`src/rtl/mux_sel_pkg.sv`:
```
// mux_sel_pkg: shared lane count, lane index width and arbiter state encoding
package mux_sel_pkg;
  localparam int N_LANES = 4;
  localparam int LANE_W = 2;
  typedef enum logic {IDLE, HOLD} state_t;
endpackage

```
`src/rtl/mux_sel_arbiter_rr_pick4.sv`:
```
// rr_pick4: round-robin search over four lanes, starting after ptr and wrapping 3->0
module rr_pick4
  import mux_sel_pkg::*;
(
  input  logic [N_LANES-1:0] valid,
  input  logic [LANE_W-1:0]  ptr,
  output logic [LANE_W-1:0]  win,
  output logic               any
);
  logic [LANE_W-1:0]    base;
  logic [LANE_W-1:0]    off;
  logic [2*N_LANES-1:0] dbl;
  logic [N_LANES-1:0]   rot;
  always_comb begin
    base = ptr + 2'd1;
    dbl  = {valid, valid} >> base;
    rot  = dbl[N_LANES-1:0];
    off  = rot[0] ? 2'd0 : rot[1] ? 2'd1 : rot[2] ? 2'd2 : 2'd3;
    win  = base + off;
    any  = |valid;
  end
endmodule

```
`src/rtl/mux_sel_arbiter.sv`:
```
// mux_sel_arbiter: round-robin 4:1 arbiter with a one-beat registered output stage and stall counter
module mux_sel_arbiter
  import mux_sel_pkg::*;
#(
  parameter int STALL_W = 8
) (
  input  logic               clk,
  input  logic               rst_n,
  input  logic [N_LANES-1:0] req_valid,
  input  logic [N_LANES-1:0] req_data,
  output logic [N_LANES-1:0] req_ready,
  output logic               s1,
  output logic               s2,
  output logic               out_valid,
  output logic               out_data,
  input  logic               out_ready,
  output logic [STALL_W-1:0] stall_cnt
);
  state_t            state, state_nxt;
  logic [LANE_W-1:0] ptr, win;
  logic              any, acc;

  rr_pick4 u_pick (.valid(req_valid), .ptr(ptr), .win(win), .any(any));

  // rst_n gates acc so no strobe leaks out while reset is held
  always_comb begin
    acc       = rst_n && (state == IDLE || out_ready) && any;
    req_ready = acc ? (N_LANES'(1) << win) : '0;
    state_nxt = acc ? HOLD : out_ready ? IDLE : state;
  end

  always_ff @(posedge clk or negedge rst_n) begin
    if (!rst_n) begin
      state     <= IDLE;
      out_valid <= 1'b0;
      out_data  <= 1'b0;
      s1        <= 1'b0;
      s2        <= 1'b0;
      ptr       <= 2'd3;
      stall_cnt <= '0;
    end else begin
      state     <= state_nxt;
      out_valid <= (state_nxt == HOLD);
      if (acc) begin
        out_data <= req_data[win];
        {s2, s1} <= win;
        ptr      <= win;
      end
      if (out_valid && !out_ready && !(&stall_cnt)) stall_cnt <= stall_cnt + 1'b1;
    end
  end
endmodule
```
`config.mk`:
```
export PLATFORM = sky130hd
export DESIGN_NAME = mux_sel_arbiter
export DESIGN_NICKNAME = d
export VERILOG_FILES = /design/src/rtl/mux_sel_pkg.sv /design/src/rtl/mux_sel_arbiter_rr_pick4.sv /design/src/rtl/mux_sel_arbiter.sv
export SDC_FILE = /design/constraint.sdc
export NUM_CORES = 1
export LEC_CHECK = 0
export ABC_AREA = 1
export BUFFER_PORTS_ARGS = -buffer_cell sky130_fd_sc_hd__buf_2
export CORE_UTILIZATION = 49
export DETAILED_ROUTE_END_ITERATION = 6
export MAX_ROUTING_LAYER = met4
export PLACE_DENSITY_LB_ADDON = 0.3
export SYNTH_ARGS = -nofsm -noshare
export SYNTH_HDL_FRONTEND = slang
export SYNTH_SLANG_ARGS = --single-unit
```
`constraint.sdc`:
```
create_clock -name clk -period 2.2 [get_ports clk]
set_input_delay 0.11 -clock clk [delete_from_list [all_inputs] [get_ports clk]]
set_output_delay 0.11 -clock clk [all_outputs]
set_load 0.05 [all_outputs]
```
Word level (Yosys, flattened, before mapping) --
Index checks and enable logic that the tools add are counted.
Cells by class: mux-type cells 8, $lt $le $gt $ge 1, div/mod/pow operators 0, equal/unequal tests 0, add/subtract/negate cells 3, bitwise operators 1, reductions and logical operators 10, shift-type cells 2, multipliers 0
Operators with widths (number):
- $add A8 B1 Y8 const B | 1
- $reduce_and A8 Y1 | 1
- $shr A8 B2 Y3 | 1
- $logic_and A1 B1 Y1 | 4
- $mux W1 | 4
- $mux W2 | 2
- $mux W4 | 1
- $reduce_or A4 Y1 | 1
- $shl A1 B2 Y4 const A | 1
- $lt A2 B3 Y1 const B | 1
- $add A2 B1 Y2 const B | 1
- $add A2 B2 Y2 | 1
- $bmux W1 S2 | 1
- $logic_not A1 Y1 | 2
- $reduce_bool A2 Y1 | 1
- $logic_or A1 B1 Y1 | 1
- $not A1 Y1 | 1
Storage, ports and cells: RAM bits 0, bits in latches 0, output and inout bits 16, bits in registers 14, input port bits 11, ROM bits 0, memories kept 0, logic and storage cells 31

Depth between registers and ports, before layout --
Gate-level depths: netlist of the first run.
word-level depth 8, mapped depth 13, mapped depth without buffers 13

Cells and area by module --
From an unflattened synthesis of the first run, not the netlist that was laid out.
Unflattened totals: cell total of the unflattened synthesis 140, area total of the unflattened synthesis 974.7 sq um
By module, submodules not included:
- mux_sel_arbiter | cells each 99, area each 772.0 sq um, sequential area each 352.8 sq um, instances 1
- rr_pick4 | cells each 41, area each 202.7 sq um, sequential area each 0.0 sq um, instances 1

Least setup slack after synthesis of the first run --
Ideal clock, no wire load.
path type flip-flop to output port, from register ptr[0], to output port req_ready[1], cell stages (with the launch flop) 10, arrival 2240 ps, path slack -150 ps, buffers on the path 0, data required time 2090 ps, cells stage by stage dfstp_2 -> nor2_1 -> nor2_2 -> nor2_2 -> o21bai_1 -> nand2_1 -> o21ai_0 -> ha_1 -> nand2_1 -> nor2_1
On the way: longest elaborated chain between the ends 8
RTL lines:
- start: declaration | line mux_sel_arbiter.sv:20 | logic [LANE_W-1:0] ptr, win;
- start signal: assignment | line mux_sel_arbiter.sv:47 | ptr <= win;
- $add A2 B1 Y2 * | line mux_sel_arbiter_rr_pick4.sv:15 | base = ptr + 2'd1;
- $shr A8 B2 Y3 | line mux_sel_arbiter_rr_pick4.sv:16 | dbl = {valid, valid} >> base;
- $mux W1 | line mux_sel_arbiter_rr_pick4.sv:18 | off = rot[0] ? 2'd0 : rot[1] ? 2'd1 : rot[2] ? 2'd2 : 2'd3;
- $mux W2 (2 in series) | line mux_sel_arbiter_rr_pick4.sv:18
- $add A2 B2 Y2 * | line mux_sel_arbiter_rr_pick4.sv:19 | win = base + off;
- via u_pick.win[0] | line mux_sel_arbiter_rr_pick4.sv:7 | output logic [LANE_W-1:0] win,
- $shl A1 B2 Y4 * | line mux_sel_arbiter.sv:28 | req_ready = acc ? (N_LANES'(1) << win) : '0;
- $mux W4 * | line mux_sel_arbiter.sv:28
- end: declaration | line mux_sel_arbiter.sv:11 | output logic [N_LANES-1:0] req_ready,
Mark *: on every way through the listed nets, which the timed path passes. The rest lies on a longest branch.

Worst setup path in the final report of the first run --
from register ptr[0], to output port req_ready[3]
On the way: longest elaborated chain between the ends 8
RTL lines (line):
- $add A2 B1 Y2 * | mux_sel_arbiter_rr_pick4.sv:15
- $shr A8 B2 Y3 | mux_sel_arbiter_rr_pick4.sv:16
- $mux W1 | mux_sel_arbiter_rr_pick4.sv:18
- $mux W2 (2 in series) | mux_sel_arbiter_rr_pick4.sv:18
- $add A2 B2 Y2 * | mux_sel_arbiter_rr_pick4.sv:19
- $shl A1 B2 Y4 * | mux_sel_arbiter.sv:28
- $mux W4 * | mux_sel_arbiter.sv:28
Every way passes the cells marked *; elsewhere a longest branch is shown, timed or not.

==> results of run 1 <==
## final timing paths
| kind | startpoint | end | slack (ps) | depth (start not counted) |
|---|---|---|---|---|
| worst max register to register | ptr[0] | out_data | 260 | 12 |
| max in group asynchronous | rst_n | ptr[1] | 1670 | 3 |
| worst min register to register | s2 | s2 | 480 | 2 |
| min in group asynchronous | rst_n | stall_cnt[3] | 290 | 3 |
| worst max-delay path | ptr[0] | req_ready[3] | -100 | 13 |
| worst min-delay path | out_ready | stall_cnt[7] | 130 | 4 |
## Yosys cell counts
| master | count | share of area [%] |
|---|---|---|
| sky130_fd_sc_hd__nand2_1 | 38 | 16 |
| sky130_fd_sc_hd__nor2_2 | 5 | 3.5 |
| sky130_fd_sc_hd__nand2_2 | 6 | 4.2 |
| sky130_fd_sc_hd__ha_1 | 2 | 2.8 |
| sky130_fd_sc_hd__nand2_4 | 2 | 2.5 |
| sky130_fd_sc_hd__nand4_1 | 3 | 2.1 |
| sky130_fd_sc_hd__dfrtp_1 | 12 | 34 |
| sky130_fd_sc_hd__o21bai_1 | 1 | 0.85 |
| sky130_fd_sc_hd__xor2_1 | 4 | 3.9 |
| sky130_fd_sc_hd__nand3_2 | 2 | 2.3 |
| sky130_fd_sc_hd__nor3_2 | 2 | 2.3 |
| sky130_fd_sc_hd__dfstp_2 | 2 | 5.9 |
| sky130_fd_sc_hd__xnor2_1 | 3 | 3.0 |
| sky130_fd_sc_hd__nand3_1 | 9 | 5.1 |
| sky130_fd_sc_hd__o21ai_2 | 2 | 2.0 |
| sky130_fd_sc_hd__inv_1 | 11 | 4.7 |
| sky130_fd_sc_hd__nor2_1 | 7 | 3.0 |
| sky130_fd_sc_hd__o21ai_1 | 1 | 0.56 |
| sky130_fd_sc_hd__inv_2 | 2 | 0.85 |
| sky130_fd_sc_hd__o21ai_0 | 1 | 0.56 |
## timing repair
item	in CTS	in global routing
pin swaps	7	1
endpoints found under the setup margin	4	4
hold buffers	1	0
gates cloned	0	0
hold endpoints to repair	14	0
buffers inserted	8	0
resized for setup	18	3
## logic make-up (layout without fill, tap and decap cells)
| kind of cell | count (synthesis) | in the layout | share of synthesized area (%) |
|---|---|---|---|
| adder cells (fa/ha/maj) | 2 | 2 | 2.82 |
| AO/OA/AOI/OAI | 5 | 5 | 3.95 |
| flip-flops | 14 | 14 | 39.8 |
| AND/OR/NAND/NOR | 74 | 74 | 41.0 |
| XOR/XNOR | 7 | 7 | 6.91 |
| buffers and inverters | 13 | 53 | 5.50 |
## cell usage in the layout (no fill, tap or decap), drive strengths merged
cell type / n
inv: 13
xnor2: 3
dfrtp: 12
nor3: 2
nand4: 3
dlygate4sd3: 1
buf: 35
nor2: 12
nand3: 11
clkbuf: 4
ha: 2
xor2: 4
nand2: 46
o21ai: 4
dfstp: 2
o21bai: 1
## sequential cells by signal (all words and copies together) (netlist names)
name and cells:
out_data 1, s1 1, state 1, s2 1, ptr 2, stall_cnt 8
## worst max-delay path: stages, from the launching register on
cell	delay, ps
sky130_fd_sc_hd__dfstp_2	610
sky130_fd_sc_hd__nor2_2	60
sky130_fd_sc_hd__nor2_2	130
sky130_fd_sc_hd__nor2_2	60
sky130_fd_sc_hd__o21bai_1	150
sky130_fd_sc_hd__nand2_1	80
sky130_fd_sc_hd__o21ai_2	70
sky130_fd_sc_hd__ha_4	170
sky130_fd_sc_hd__inv_2	60
sky130_fd_sc_hd__nand2_2	60
sky130_fd_sc_hd__nand2_4	110
sky130_fd_sc_hd__nand2_4	80
sky130_fd_sc_hd__nor2_4	110
sky130_fd_sc_hd__buf_8	150
## metal layers
layer	wire length, microns	up-vias	GRT usage (%)
met4	29	0	7.88
met5	0	-	-
met3	50	5	2.45
li1	-	441	-
met2	938	15	32.9
met1	876	383	27.6
## through the flow
step | hold slack, ps | setup slack, ps
after floorplan | -186 | 24.0
after global placement | 73.8 | 52.4
after detailed placement | 70.9 | -16.8
after CTS | 131 | -105
after global routing | 149 | -261
final | 131 | -101
## area by class of cell
cell class,count,area (sq um)
Clock buffer,4,36.3
Fill cell,137,472
Inverter,13,51.3
Multi-Input combinational cell,88,528
Sequential cell,14,353
Tap cell,25,31.3
Timing Repair Buffer,36,236
==> summary.md, run 1 <==
| Metric | Value |
|---|---|
| Outcome | finished with violations |
| Area of the die | 0.00198 sq mm |
| Cell Area, Synth | 887 sq um |
| Worst skew pair latency | 280 ps |
| Period utilisation layout | 105% |
| Final Routed Wirelength | 1900 microns |
| Required @ worst endpoint | 2090 ps |
| Number of non-filler instances in the completed layout | 180 |
| Iteration-0 DRC count of the detailed router | 9 |
| Clock transition at the register clock pins on the worst setup and hold paths after CTS | 80 ps |
| H-tree depth reported by CTS | 1 |
| Setup Total Neg Slack | -288 ps |
| # IOs | 27 |
| Hold violation count in the final report | 0 |
| Placer Congestion | 0.760 |
| Detail Placement HPWL | 1380 microns |
| Violated checks | setup timing |
| Count of unresolved DRC violations after routing | 0 |
| Die width | 44.6 microns |
| CTS tree | done |
| Signal arrival time at the worst endpoint | 2190 ps |
| Max Root-Sink Buffers | 2 |
| Num Clock Sinks | 14 |
| Kind of capture point of the worst setup path | output pin |
| Final clock skew | 1.27 ps |
| Max Transition Viols Final | 0 |
| Initial antenna violation count | 0 |
| Syn Inst Count | 115 |
| Maximum number of pins on one net before global-route repair | 15 |
| Upper clock frequency limit | 435 MHz |
| P&R area growth vs syn | 39.4% |
| Vias post-DR | 844 |
| Number of iterations in the first detailed-routing pass | 3 |
| Residual antenna-violating net count after detailed routing | 0 |
| Wire length of the first global-routing pass | 2970 microns |
| Max_slew headroom | 79.4% |
| Maximum net fanout on the critical path | 6 |
| Number of library cell types mapped by synthesis | 20 |
| Cell count after placement | 167 |
| Warnings from Yosys | 0 |
| N_diodes | 0 |
| DR vias/cell | 4.69 |
| Net count after synthesis | 128 |
| Final #Nets | 169 |
| Post-synthesis sequential area ratio | 39.8% |
| Startpoint-to-endpoint class of the critical path | register to output pin |
| Number of buffers created by CTS | 3 |
| Total grt overflow | 0 |
| Max-capacitance violation count | 0 |
| Std-Cell Core Area | 0.00171 sq mm |
| Die span in y | 44.6 microns |
| Crit path launch type | register |
| Vias in the first global route | 755 |
| Final Critical Period | 2300 ps |
| Overall track demand over capacity in global routing | 20.9% |
| Number of placement rows | 15 |
| Unrepaired setup endpoints after global routing | true |
| I/O Buffers | 26 |
| Final setup violating endpoints | 4 |
| Proportion of layout cells with a drive suffix above 1 | 45.2% |
| Root buffer cell | sky130_fd_sc_hd__clkbuf_4 |
| Post-layout instance area | 0.00124 sq mm |
| Flip-flop and latch count after synthesis | 14 |
| Detailed-route wire length per cell | 10.5 microns |
| Utilization after layout | 72.4% |
| Tightest Hold Check Type | input pin to register |
| Syn avg cell area | 7.71 sq um |
| Starting Density | 51.9% |
| Actual slew at the worst max-slew pin | 308 ps |
| Setup slack of the critical path after layout | -101 ps |
| Instance area at placement | 0.00106 sq mm |
Power of run 1 is left out: the tool's default activity adds up to more than one toggle a clock period on the data nets, which glitch-free logic cannot reach.
==> run 2: changes to the inputs <==
CORE_UTILIZATION = 45   (was 49)
clock period = 2 ns   (was 2.2 ns; I/O delays follow)
==> run 2 against run 1 <==
Effect of this change: highest routed layer unchanged; via count grew 19%; routed wire length grew 39%; largest cell class unchanged; sequential cell count is the same; the run still ends with setup timing left; critical endpoint is now req_ready[0]; hold slack gained 4.6 ps; non-clock buffer count grew 14.
==> summary.md, run 2 (same netlist as run 1, synthesis figures left out) <==
| Metric | Value |
|---|---|
| Iteration-0 DRC count of the detailed router | 18 |
| Required @ worst endpoint | 1900 ps |
| Setup Total Neg Slack | -1310 ps |
| Cell count after placement | 183 |
| Startpoint of the worst setup timing path | ptr[0] |
| N_diodes | 0 |
| Commonest cells after routing, fill and taps aside | sky130_fd_sc_hd__nand2_1 (35), sky130_fd_sc_hd__buf_2 (22), sky130_fd_sc_hd__buf_4 (16) |
| Worst Path Buf+Inv | 5 |
| Final Critical Period | 2340 ps |
| Residual antenna-violating net count after detailed routing | 0 |
| Worst path max stage delay | 620 ps |
| Setup slack of the critical path after layout | -338 ps |
| Tightest Hold Check Type | input pin to register |
| Kind of capture point of the worst setup path | output pin |
| Maximum net fanout on the critical path | 6 |
| Register bank with the most flops | stall_cnt |
| Root buffer cell | sky130_fd_sc_hd__clkbuf_4 |
| Initial antenna violation count | 0 |
| Commonest non-fill, non-tap cell in the layout | sky130_fd_sc_hd__nand2_1 |
| Worst skew pair latency | 280 ps |
| H-tree depth reported by CTS | 1 |
| P&R area growth vs syn | 59.2% |
| Instance area at placement | 0.00119 sq mm |
| Signal arrival time at the worst endpoint | 2240 ps |
| Number of buffers created by CTS | 3 |
| Detail Placement HPWL | 1740 microns |
| Count of unresolved DRC violations after routing | 0 |
| Start point of the worst hold path | out_ready |
| Number of flip-flops in the largest register | 8 |
| Max_slew headroom | 75.6% |
| Placer Congestion | 0.744 |
| Number of non-filler instances in the completed layout | 194 |
| Crit path launch type | register |
| Worst path slowest cell | sky130_fd_sc_hd__dfstp_2 |
| Number of placement rows | 15 |
| Starting Density | 49.8% |
| Num Clock Sinks | 14 |
| Origin of the critical flop-to-flop path | ptr[0] |
| Proportion of layout cells with a drive suffix above 1 | 49.7% |
| Startpoint-to-endpoint class of the critical path | register to output pin |
| Final clock skew | 3.18 ps |
| DR vias/cell | 5.18 |
| Worst path top cell family by delay | flip-flops |
| Registers with the most flip-flops | stall_cnt: 8 flops, ptr: 2 flops |
| Hold violation count in the final report | 0 |
| R2r setup slk | -30 ps |
| Final Routed Wirelength | 2640 microns |
| Cells along the critical path | inv_4, nand2_2, nand2_2, buf_4, buf_4, o21ai_2, ha_4, buf_6, nor3_4, buf_6 |
| Post-placement worst setup slack | -138 ps |
| Upper clock frequency limit | 428 MHz |
| Post-layout instance area | 0.00141 sq mm |
| Maximum number of pins on one net before global-route repair | 15 |
| Vias in the first global route | 910 |
| Actual slew at the worst max-slew pin | 366 ps |
| Final #Nets | 183 |
| Clock transition at the register clock pins on the worst setup and hold paths after CTS | 80 ps |
| Period utilisation layout | 117% |
| Final setup violating endpoints | 7 |
| CTS tree | done |
| Wire length of the first global-routing pass | 3950 microns |
| Area of the die | 0.00215 sq mm |
| Outcome | finished with violations |
| I/O Buffers | 26 |
| Unrepaired setup endpoints after global routing | true |
| Number of iterations in the first detailed-routing pass | 4 |
| Max Root-Sink Buffers | 2 |
| Detailed-route wire length per cell | 13.6 microns |
| Vias post-DR | 1004 |
| Std-Cell Core Area | 0.00178 sq mm |
| Die span in y | 46.4 microns |
| Overall track demand over capacity in global routing | 27.1% |
| Violated checks | setup timing |
| Max-capacitance violation count | 0 |
| Max Transition Viols Final | 0 |
| Die width | 46.4 microns |
| # IOs | 27 |
| Total grt overflow | 0 |
==> run 2: repair_timing <==
item                                   in CTS  in global routing
pin swaps                                   7                  3
setup buffers                               4                  3
hold buffers                                1                  0
setup endpoints to repair                   5                  8
endpoints found under the hold margin      14                  0
resized for setup                          18                 14
==> run 2: metal layers <==
metal	vias to the layer above	track usage [%]	wire [microns]
met5	-	-	0
met4	0	3.53	30
met3	5	5.88	118
met2	39	47.2	1430
met1	490	32.4	1060
li1	470	-	-
==> run 2: tightest hold or removal path: stages <==
cell and delay, ps:
sky130_fd_sc_hd__buf_2 80, sky130_fd_sc_hd__nor2_2 70, sky130_fd_sc_hd__nand3_1 80, sky130_fd_sc_hd__nand2_1 50
==> run 2: layout make-up <==
cell class,count,area (sq um)
multi-input combinational,88,583
fill,116,370
timing repair buffer,50,368
sequential,14,353
inverter,13,51.3
tap,25,31.3
clock buffer,4,26.3
==> run 2: worst paths after layout <==
| check | endpoint | cells after the start |
|---|---|---|
| max in group asynchronous | ptr[1] | 3 |
| min in group asynchronous | s2 | 3 |
| worst min register to register | s1 | 2 |
| worst max-delay path | req_ready[0] | 10 |
| worst min-delay path | stall_cnt[1] | 4 |
| worst max register to register | ptr[1] | 13 |
==> run 2: metrics by stage <==
step / hold WS, ps / util [%]
after detailed placement: 57.4 / 67.0
final: 136 / 79.2
after global placement: 54.8 / 67.0
after CTS: 137 / 74.6
after global routing: 136 / 79.2
after floorplan: -196 / -
Power of run 2 is left out for the same reason.
==> run 3: changes to the inputs <==
PLACE_DENSITY = 0.74   (was unset)
PLACE_DENSITY_LB_ADDON = unset   (was 0.3)
RECOVER_POWER = 25   (was unset)
==> run 3 against run 2 <==
Effect of this change: clock-buffer cell count unchanged; highest routed layer unchanged; non-clock buffer count fell by 7; fmax shrank 0.96%; critical path depth rose by 3; clock skew rose by 4.5 ps; hold slack got worse by 14 ps; worst setup slack worse by 23 ps; via count fell by 7.8%; the flow still finishes with violations (setup timing); global-route usage is 4.9 points lower.
==> summary.md, run 3 (same netlist as run 1, synthesis figures left out) <==
| Metric | Value |
|---|---|
| Root buffer cell | sky130_fd_sc_hd__clkbuf_4 |
| Residual antenna-violating net count after detailed routing | 0 |
| Overall track demand over capacity in global routing | 22.2% |
| R2r setup slk | -50 ps |
| Period utilisation layout | 118% |
| Register bank with the most flops | stall_cnt |
| I/O Buffers | 26 |
| Actual slew at the worst max-slew pin | 741 ps |
| Cell count after placement | 177 |
| Number of non-filler instances in the completed layout | 187 |
| Outcome | finished with violations |
| Kind of capture point of the worst setup path | output pin |
| Std-Cell Core Area | 0.00178 sq mm |
| Final Routed Wirelength | 2210 microns |
| Count of unresolved DRC violations after routing | 0 |
| Final Critical Period | 2360 ps |
| Worst path max stage delay | 620 ps |
| Die width | 46.4 microns |
| # IOs | 27 |
| Met3 routed WL | 83 microns |
| Registers with the most flip-flops | stall_cnt: 8 flops, ptr: 2 flops |
| Initial antenna violation count | 0 |
| Wire length of the first global-routing pass | 3240 microns |
| Detail Placement HPWL | 1580 microns |
| Area of the die | 0.00215 sq mm |
| Num Clock Sinks | 14 |
| Max_slew headroom | 50.6% |
| WHS Path Cells | 4 |
| Top routing layer used | met4 |
| Min-Delay Endpoint | state |
| Upper clock frequency limit | 424 MHz |
| Worst path slowest cell | sky130_fd_sc_hd__dfstp_2 |
| Origin of the critical flop-to-flop path | ptr[0] |
| Max-capacitance violation count | 0 |
| Clock transition at the register clock pins on the worst setup and hold paths after CTS | 80 ps |
| Setup Total Neg Slack | -1350 ps |
| Signal arrival time at the worst endpoint | 2260 ps |
| Setup slack of the critical path after layout | -361 ps |
| H-tree depth reported by CTS | 1 |
| Number of buffers created by CTS | 3 |
| N_diodes | 0 |
| Cell depth of the worst flop-to-flop path | 12 |
| P&R area growth vs syn | 49.9% |
| Number of flip-flops in the largest register | 8 |
| Proportion of layout cells with a drive suffix above 1 | 46.9% |
| Cells along the critical path | nor2_2, nor2_2, nor2_2, o21bai_1, nand2_1, o21ai_2, ha_4, inv_4, nand2_4, nand2_4, nand2_4, nor2_4, buf_6 |
| Post-placement worst setup slack | -97.7 ps |
| Max Root-Sink Buffers | 2 |
| Max Transition Viols Final | 0 |
| Iteration-0 DRC count of the detailed router | 14 |
| Critical register-to-register path endpoint | out_data |
| Commonest cells after routing, fill and taps aside | sky130_fd_sc_hd__nand2_1 (35), sky130_fd_sc_hd__buf_2 (21), sky130_fd_sc_hd__buf_4 (14) |
| Worst skew pair latency | 290 ps |
| Crit path launch type | register |
| Startpoint-to-endpoint class of the critical path | register to output pin |
| Die span in y | 46.4 microns |
| Final clock skew | 7.68 ps |
| Startpoint of the worst setup timing path | ptr[0] |
| Worst Hold Slack | 122 ps |
| DR vias/cell | 4.95 |
| Placer Congestion | 0.788 |
| Total grt overflow | 0 |
| Violated checks | setup timing |
| Vias in the first global route | 808 |
| Number of placement rows | 15 |
| Maximum net fanout on the critical path | 6 |
| Unrepaired setup endpoints after global routing | true |
| Vias post-DR | 926 |
| Required @ worst endpoint | 1900 ps |
| Number of iterations in the first detailed-routing pass | 4 |
| Tightest Hold Check Type | input pin to register |
| Detailed-route wire length per cell | 11.8 microns |
| Hold violation count in the final report | 0 |
| Final #Nets | 176 |
| Length of routed wiring on met1 | 872 microns |
| Routed length on met2 | 1210 microns |
| Start point of the worst hold path | out_ready |
| Commonest non-fill, non-tap cell in the layout | sky130_fd_sc_hd__nand2_1 |
| CTS tree | done |
| Starting Density | 49.8% |
| Maximum number of pins on one net before global-route repair | 16 |
| Final setup violating endpoints | 5 |
[run 3: cell types whose count changed in the layout (fill, tap and decap cells not counted), sizes merged]
cell	previous run	this run
buf	49	41
clkbuf	4	5
[run 3: per-stage QoR]
stage | cell area (sq um) | util [%]
floorplan | 906 | -
finish | 1330 | 74.6
global placement | 1150 | 64.5
CTS | 1250 | 70.1
detailed placement | 1150 | 64.5
global route | 1330 | 74.6
[run 3: area by class of cell]
type	count	area [sq um]
multi-input cells	88	561
fillers	140	453
repair buffers	43	295
clock buffers	4	36.3
inverters	13	53.8
well taps	25	31.3
flip-flops and latches	14	353
[run 3: what timing repair did]
item,4_1_cts,5_1_grt
buffers inserted,2,4
pin swaps,5,5
hold buffers,1,0
resized for setup,11,13
endpoints found under the setup margin,5,9
hold endpoints to repair,14,0
[run 3: worst max-delay path by stage]
stage / to / slack [ps]
2_1_floorplan: req_ready[2] / -110
3_3_place_gp: req_ready[2] / -60
3_5_place_dp: req_ready[0] / -100
4_1_cts: req_ready[0] / -340
5_1_grt: req_ready[0] / -460
6_report: req_ready[3] / -360
[run 3: layer usage]
metal / vias up / track usage (%)
met3: 4 / 5.88
li1: 457 / -
met4: 0 / 8.24
met1: 437 / 25.3
met2: 28 / 36.7
met5: - / -
[run 3: worst max-delay path: cells and delay by family (launching register included)]
kind / cells / cell delay, ps
adders and majority gates: 1 / 180
and+or+nand+nor: 8 / 740
AOI/OAI and AO/OA: 2 / 220
buffers and inverters: 2 / 220
DFF: 1 / 620
Power of run 3 is left out for the same reason.
